File: src/rtl/uart_calc_rx.sv
// rtl/uart_calc_rx.sv - UART operand receiver with add/sub/mult/div of two OPERAND_BYTES operands
// Macro UART_CALC_PARITY_EN selects 8E1 frames with a parity check; otherwise frames are 8N1.
module uart_calc_rx #(
  parameter int CLKS_PER_BIT  = 2604,
  parameter int OPERAND_BYTES = 4
) (
  input  logic                         clk,
  input  logic                         rst,
  input  logic                         serial,
  input  logic                         addBut,
  input  logic                         subBut,
  input  logic                         multBut,
  input  logic                         divBut,
  output logic [8*OPERAND_BYTES-1:0]   result,
  output logic                         result_valid,
  output logic                         div_zero,
  output logic                         frame_err,
  output logic                         parity_err,
  output logic                         busy
);

  localparam int W  = 8 * OPERAND_BYTES;
  localparam int CW = $clog2(CLKS_PER_BIT);
  localparam int BW = $clog2(2 * OPERAND_BYTES);
  localparam logic [CW-1:0] BIT_LAST  = CW'(CLKS_PER_BIT - 1);
  localparam logic [CW-1:0] HALF_LAST = CW'(CLKS_PER_BIT / 2 - 1);
  localparam logic [BW-1:0] CNT_LAST  = BW'(2 * OPERAND_BYTES - 1);
  localparam logic [BW-1:0] A_LAST    = BW'(OPERAND_BYTES - 1);

  typedef enum logic [2:0] {
    S_IDLE,
    S_START,
    S_DATA,
`ifdef UART_CALC_PARITY_EN
    S_PARITY,
`endif
    S_STOP
  } state_t;

  typedef enum logic [1:0] {OP_ADD, OP_SUB, OP_MULT, OP_DIV} op_t;

  logic [1:0]    sync_q, sync_d;
  logic          rx_prev_q, rx_prev_d;
  state_t        state_q, state_d;
  logic [CW-1:0] tmr_q, tmr_d;
  logic [2:0]    bit_idx_q, bit_idx_d;
  logic [7:0]    data_q, data_d;
  logic [BW-1:0] byte_cnt_q, byte_cnt_d;
  logic [W-1:0]  a_q, a_d, b_q, b_d, result_q, result_d;
  logic          result_valid_q, result_valid_d;
  logic          div_zero_q, div_zero_d;
  logic          frame_err_q, frame_err_d;
  op_t           op_q, op_d;
  logic          rx, fall, byte_ok;
  logic [W-1:0]  a_shift, b_shift;
`ifdef UART_CALC_PARITY_EN
  logic          parity_err_q, parity_err_d;
`endif

  assign rx   = sync_q[1];
  assign fall = rx_prev_q & ~rx;

  always_comb begin
    sync_d         = {sync_q[0], serial};
    rx_prev_d      = rx;
    state_d        = state_q;
    tmr_d          = tmr_q + 1'b1;
    bit_idx_d      = bit_idx_q;
    data_d         = data_q;
    byte_cnt_d     = byte_cnt_q;
    a_d            = a_q;
    b_d            = b_q;
    result_d       = result_q;
    result_valid_d = 1'b0;
    div_zero_d     = div_zero_q;
    frame_err_d    = 1'b0;
    byte_ok        = 1'b0;
`ifdef UART_CALC_PARITY_EN
    parity_err_d   = 1'b0;
`endif

    if (addBut)       op_d = OP_ADD;
    else if (subBut)  op_d = OP_SUB;
    else if (multBut) op_d = OP_MULT;
    else if (divBut)  op_d = OP_DIV;
    else              op_d = op_q;

    case (state_q)
      S_IDLE: begin
        tmr_d = '0;
        if (fall) state_d = S_START;
      end
      S_START: begin
        if (tmr_q == HALF_LAST) begin
          tmr_d     = '0;
          bit_idx_d = '0;
          state_d   = rx ? S_IDLE : S_DATA;
        end
      end
      S_DATA: begin
        if (tmr_q == BIT_LAST) begin
          tmr_d     = '0;
          data_d    = {rx, data_q[7:1]};
          bit_idx_d = bit_idx_q + 1'b1;
`ifdef UART_CALC_PARITY_EN
          if (bit_idx_q == 3'd7) state_d = S_PARITY;
`else
          if (bit_idx_q == 3'd7) state_d = S_STOP;
`endif
        end
      end
`ifdef UART_CALC_PARITY_EN
      S_PARITY: begin
        if (tmr_q == BIT_LAST) begin
          tmr_d = '0;
          // A bad parity bit abandons the frame; the high stop bit then reads as idle.
          if (rx != ^data_q) begin
            parity_err_d = 1'b1;
            byte_cnt_d   = '0;
            state_d      = S_IDLE;
          end else begin
            state_d = S_STOP;
          end
        end
      end
`endif
      S_STOP: begin
        if (tmr_q == BIT_LAST) begin
          tmr_d   = '0;
          state_d = fall ? S_START : S_IDLE;
          if (rx) begin
            byte_ok = 1'b1;
          end else begin
            frame_err_d = 1'b1;
            byte_cnt_d  = '0;
          end
        end
      end
      default: state_d = S_IDLE;
    endcase

    a_shift      = a_q << 8;
    a_shift[7:0] = data_q;
    b_shift      = b_q << 8;
    b_shift[7:0] = data_q;

    if (byte_ok) begin
      if (byte_cnt_q <= A_LAST) a_d = a_shift;
      else                      b_d = b_shift;
      if (byte_cnt_q == CNT_LAST) begin
        byte_cnt_d     = '0;
        result_valid_d = 1'b1;
        div_zero_d     = 1'b0;
        // op_d so that a button held on the stop-sample cycle still counts.
        case (op_d)
          OP_ADD:  result_d = a_q + b_shift;
          OP_SUB:  result_d = a_q - b_shift;
          OP_MULT: result_d = a_q * b_shift;
          default: begin
            if (b_shift == '0) begin
              result_d   = '1;
              div_zero_d = 1'b1;
            end else begin
              result_d = a_q / b_shift;
            end
          end
        endcase
      end else begin
        byte_cnt_d = byte_cnt_q + 1'b1;
      end
    end
  end

  always_ff @(posedge clk or posedge rst) begin
    if (rst) begin
      sync_q         <= 2'b11;
      rx_prev_q      <= 1'b1;
      state_q        <= S_IDLE;
      tmr_q          <= '0;
      bit_idx_q      <= '0;
      data_q         <= '0;
      byte_cnt_q     <= '0;
      a_q            <= '0;
      b_q            <= '0;
      result_q       <= '0;
      result_valid_q <= 1'b0;
      div_zero_q     <= 1'b0;
      frame_err_q    <= 1'b0;
      op_q           <= OP_ADD;
`ifdef UART_CALC_PARITY_EN
      parity_err_q   <= 1'b0;
`endif
    end else begin
      sync_q         <= sync_d;
      rx_prev_q      <= rx_prev_d;
      state_q        <= state_d;
      tmr_q          <= tmr_d;
      bit_idx_q      <= bit_idx_d;
      data_q         <= data_d;
      byte_cnt_q     <= byte_cnt_d;
      a_q            <= a_d;
      b_q            <= b_d;
      result_q       <= result_d;
      result_valid_q <= result_valid_d;
      div_zero_q     <= div_zero_d;
      frame_err_q    <= frame_err_d;
      op_q           <= op_d;
`ifdef UART_CALC_PARITY_EN
      parity_err_q   <= parity_err_d;
`endif
    end
  end

  assign result       = result_q;
  assign result_valid = result_valid_q;
  assign div_zero     = div_zero_q;
  assign frame_err    = frame_err_q;
  assign busy         = (byte_cnt_q != '0) || (state_q != S_IDLE);
`ifdef UART_CALC_PARITY_EN
  assign parity_err   = parity_err_q;
`else
  assign parity_err   = 1'b0;
`endif

endmodule

File: config.mk
export PLATFORM = sky130hd
export DESIGN_NAME = uart_calc_rx
export DESIGN_NICKNAME = d
export VERILOG_FILES = /design/src/rtl/uart_calc_rx.sv
export SDC_FILE = /design/constraint.sdc
export NUM_CORES = 2
export LEC_CHECK = 0
export CORE_UTILIZATION = 50
export DETAILED_ROUTE_END_ITERATION = 10
export GPL_TIMING_DRIVEN = 1
export PLACE_DENSITY = 0.69
export SYNTH_ARGS = -nofsm -noshare
export SYNTH_HDL_FRONTEND = slang
export SYNTH_SLANG_ARGS = --single-unit
File: constraint.sdc
create_clock -name clk -period 65.3 [get_ports clk]
set_input_delay 6.53 -clock clk [delete_from_list [all_inputs] [get_ports clk]]
set_output_delay 6.53 -clock clk [all_outputs]
set_load 0.005 [all_outputs]
==> flow_summary.yaml <==
clock_tree:
  cts_buffers: 17
  path_clk_slew_ns: 0.07
  ctsHoldBuffers: 0
  clkLatencyLatePin_ns: 0.47
  clkSinkCount: 124
  clockRootBuffer: "clkbuf_16"
  cts_buffer_depth: 2
  cts_tree: "done"
  cts_max_level: 4
worst_setup_path:
  start_kind: "register"
  cp.required_ns: 65.65
  worstPathMaxFanout: 9
  arrival_ns: 65.34
  crit_top_cell: "a21o_1"
  crit_path_end_kind: "register"
  max_stage_delay_ns: 0.54
  crit_type: "reg2reg"
  crit_path_top_delay_cell: "or4_4"
routing:
  post_drt_wl_per_cell_um: 23.3
  drt_pass1_iterations: 7
  routed_wl_um: 204000
  via_count: 54673
  via_per_inst: 6.24
  ant_nets: 0
  drt-initial-drc-count: 5700
  drc_errors: 0
global_route:
  grt_first_pass_wirelength_um: 301000
  grt_max_degree: 64
  antenna_found_initial: 7
  grt_pass1_vias: 52057
  grt_usage_pct: 37.7
  grt_overflow: 0
sta:
  worstMarginPinSlew_ns: 1.32
  grt_setup_unrepaired: "true"
  layout_setup_ws_ns: 0.314
  slew_headroom_pct: 11.4
  clock.fmax_ghz: 0.0154
  report.final.slew_viol_count: 0
  fin_crit_sh_pct: 99.5
  whs_ns: 0.358
  setup_violations: 0
  period_needed_ns: 64.99
  fin_skew_ns: 0.0158
  finalHoldViolations: 0
placement:
  place.detailed.hpwl_um: 150000
  io_buffers: 42
  place.gp.congestion: 1.01
  place_ws_ns: -3.10
synthesis:
  syn_inst: 6769
  synth_area_um2: 50700
  syn_nets: 7880
  yosysWarnings: 0
  synth_seq_cells: 124
  syn_avg_cell_area_um2: 7.49
  synth_area_leaders: "ha_1, fa_1, nand2_1"
  synth_top_area_share_pct: 17.1
  synth_cell_types: 112
  synth_edf_count: 0
  synth_flop_cell: "dfrtp_1"
  async_flop_share_pct: 100
  synth_top_area_cell: "ha_1"
  synth-seq-area-share_pct: 6.12
floorplan:
  initial_utilization_pct: 50.6
  die_width_um: 321
  fp.dieArea_um2: 103000
  rows: 116
  die_h_um: 321
  ioPinCount: 44
  coreArea_um2: 100000
run:
  maxCapViolations: 0
finish:
  fill_cells: 8777
  final_core_util_pct: 62.6
  syn_to_final_growth_pct: 23.8
  drive_gt1_share_pct: 21.6
  nets: 8499
outcome:
  status: "complete, no violations"
pwr:
  peakVddDrop_v: 0.0000179
  p_per_area_nw_per_um2: 3.29
  leakagePower_uw: 0.0307
worst_hold_path:
  hp-class: "reg2reg"
[area by class of cell]
class | count | area, µm² | area share [%]
tap | 1357 | 1700 | 2.70
inverter | 671 | 2530 | 4.03
sequential | 124 | 3110 | 4.95
timing repair buffer | 885 | 7140 | 11.4
clock inverter | 13 | 189 | 0.301
antenna | 3 | 7.51 | 0.0120
clock buffer | 19 | 443 | 0.706
multi-input combinational | 5689 | 47700 | 75.9
[flip-flops by register name, summed over array words and instances (netlist names), 3 cells and up]
signal      count
a_q            32
b_q            24
bit_idx_q       3
byte_cnt_q      3
data_q          8
result         32
tmr_q          12
[kinds of logic (layout without fill, tap and decap cells)]
group,after synthesis,in the layout,synth area share [%]
adder cells (fa/ha/maj),1104,1104,33.3
AND/OR/NAND/NOR,2317,2318,21.0
multiplexers,109,109,2.36
XOR/XNOR,482,482,8.32
other,1,4,0.00739
flip-flops,124,124,6.12
AO/OA/AOI/OAI,1675,1675,21.8
buffers and inverters,957,1588,7.16
[cell usage after synthesis, drive strengths merged (179+ instances only)]
cell type,n
nor2,590
xnor2,294
a21o,183
clkbuf,221
fa,409
inv,664
o21ai,380
xor2,188
a21oi,413
nand2,900
nor3,179
ha,695
[worst paths after layout]
| kind | from | end | slack, ns | cells after the start |
|---|---|---|---|---|
| max in group asynchronous | rst | a_q[17] | 57.33 | 3 |
| hold / removal | sync_q[0] | sync_q[1] | 0.36 | 0 |
| setup / recovery | b_q[8] | result[0] | 0.31 | 325 |
| min in group asynchronous | rst | result[23] | 6.51 | 2 |
| hold reg to reg | sync_q[0] | sync_q[1] | 0.36 | 0 |
| setup reg to reg | b_q[8] | result[0] | 0.31 | 325 |
[report_power, final]
part           leakage, µW  internal, µW  switching [µW]
registers          0.00164          79.3            3.65
logic               0.0287          5.95            10.4
clock network     0.000304          65.1            42.4
[critical path: cells and delay by family, from the launching register on]
family,cells,cell delay [ns]
AOI/OAI and AO/OA,190,37.59
adders and majority gates,31,8.61
buffers and inverters,35,5.22
DFF,1,0.40
muxes,5,1.28
and+or+nand+nor,64,11.68
[routing by layer]
layer	GRT usage, %	part of all wire (%)
met3	8.75	12
met5	0	0.11
met1	49.1	39
met2	58.7	43
met4	17.9	6.2
[cells in the final DEF (no fill, tap or decap), types with 24 or more instances in the layout]
cell type	n
nand2_1	876
buf_4	786
inv_1	648
ha_1	606
nor2_1	557
fa_1	409
a21oi_1	328
xnor2_1	293
o21ai_0	264
xor2_1	186
a21o_1	183
nor3_1	149
o21a_1	136
dfrtp_1	121
nand3_1	112
and2_1	110
mux2_2	75
ha_4	74
a21oi_2	68
nor2b_1	64
a31oi_1	61
nand2b_1	60
o21ai_1	58
o211ai_1	57
or3_1	55
or2_2	51
o21ai_2	48
clkdlybuf4s50_1	42
buf_6	37
nand4_1	34
o21bai_1	32
o31ai_1	31
and3_1	30
nor3_2	25
a211o_1	25
a211oi_1	24
[stage by stage]
step | area, µm² | TNS [ns] | power (µW) | instances
finish | 62800 | 0 | 207 | 8761
global route | 62800 | -1.98 | 212 | 8758
CTS | 58400 | 0 | 206 | 8572
detailed placement | 57000 | -3.70 | 100 | 8501
global placement | 57000 | -2.14 | 100 | 8501
floorplan | 51300 | 0 | 93.0 | 6769
[timing repair]
| action | CTS | global route |
|---|---|---|
| setup buffers | 39 | 179 |
| pin swaps | 45 | 326 |
| setup endpoints to repair | 2 | 2 |
| gates resized for setup | 128 | 546 |
| gates cloned | 0 | 8 |
Note: power is estimated with default switching activity, not from simulation.
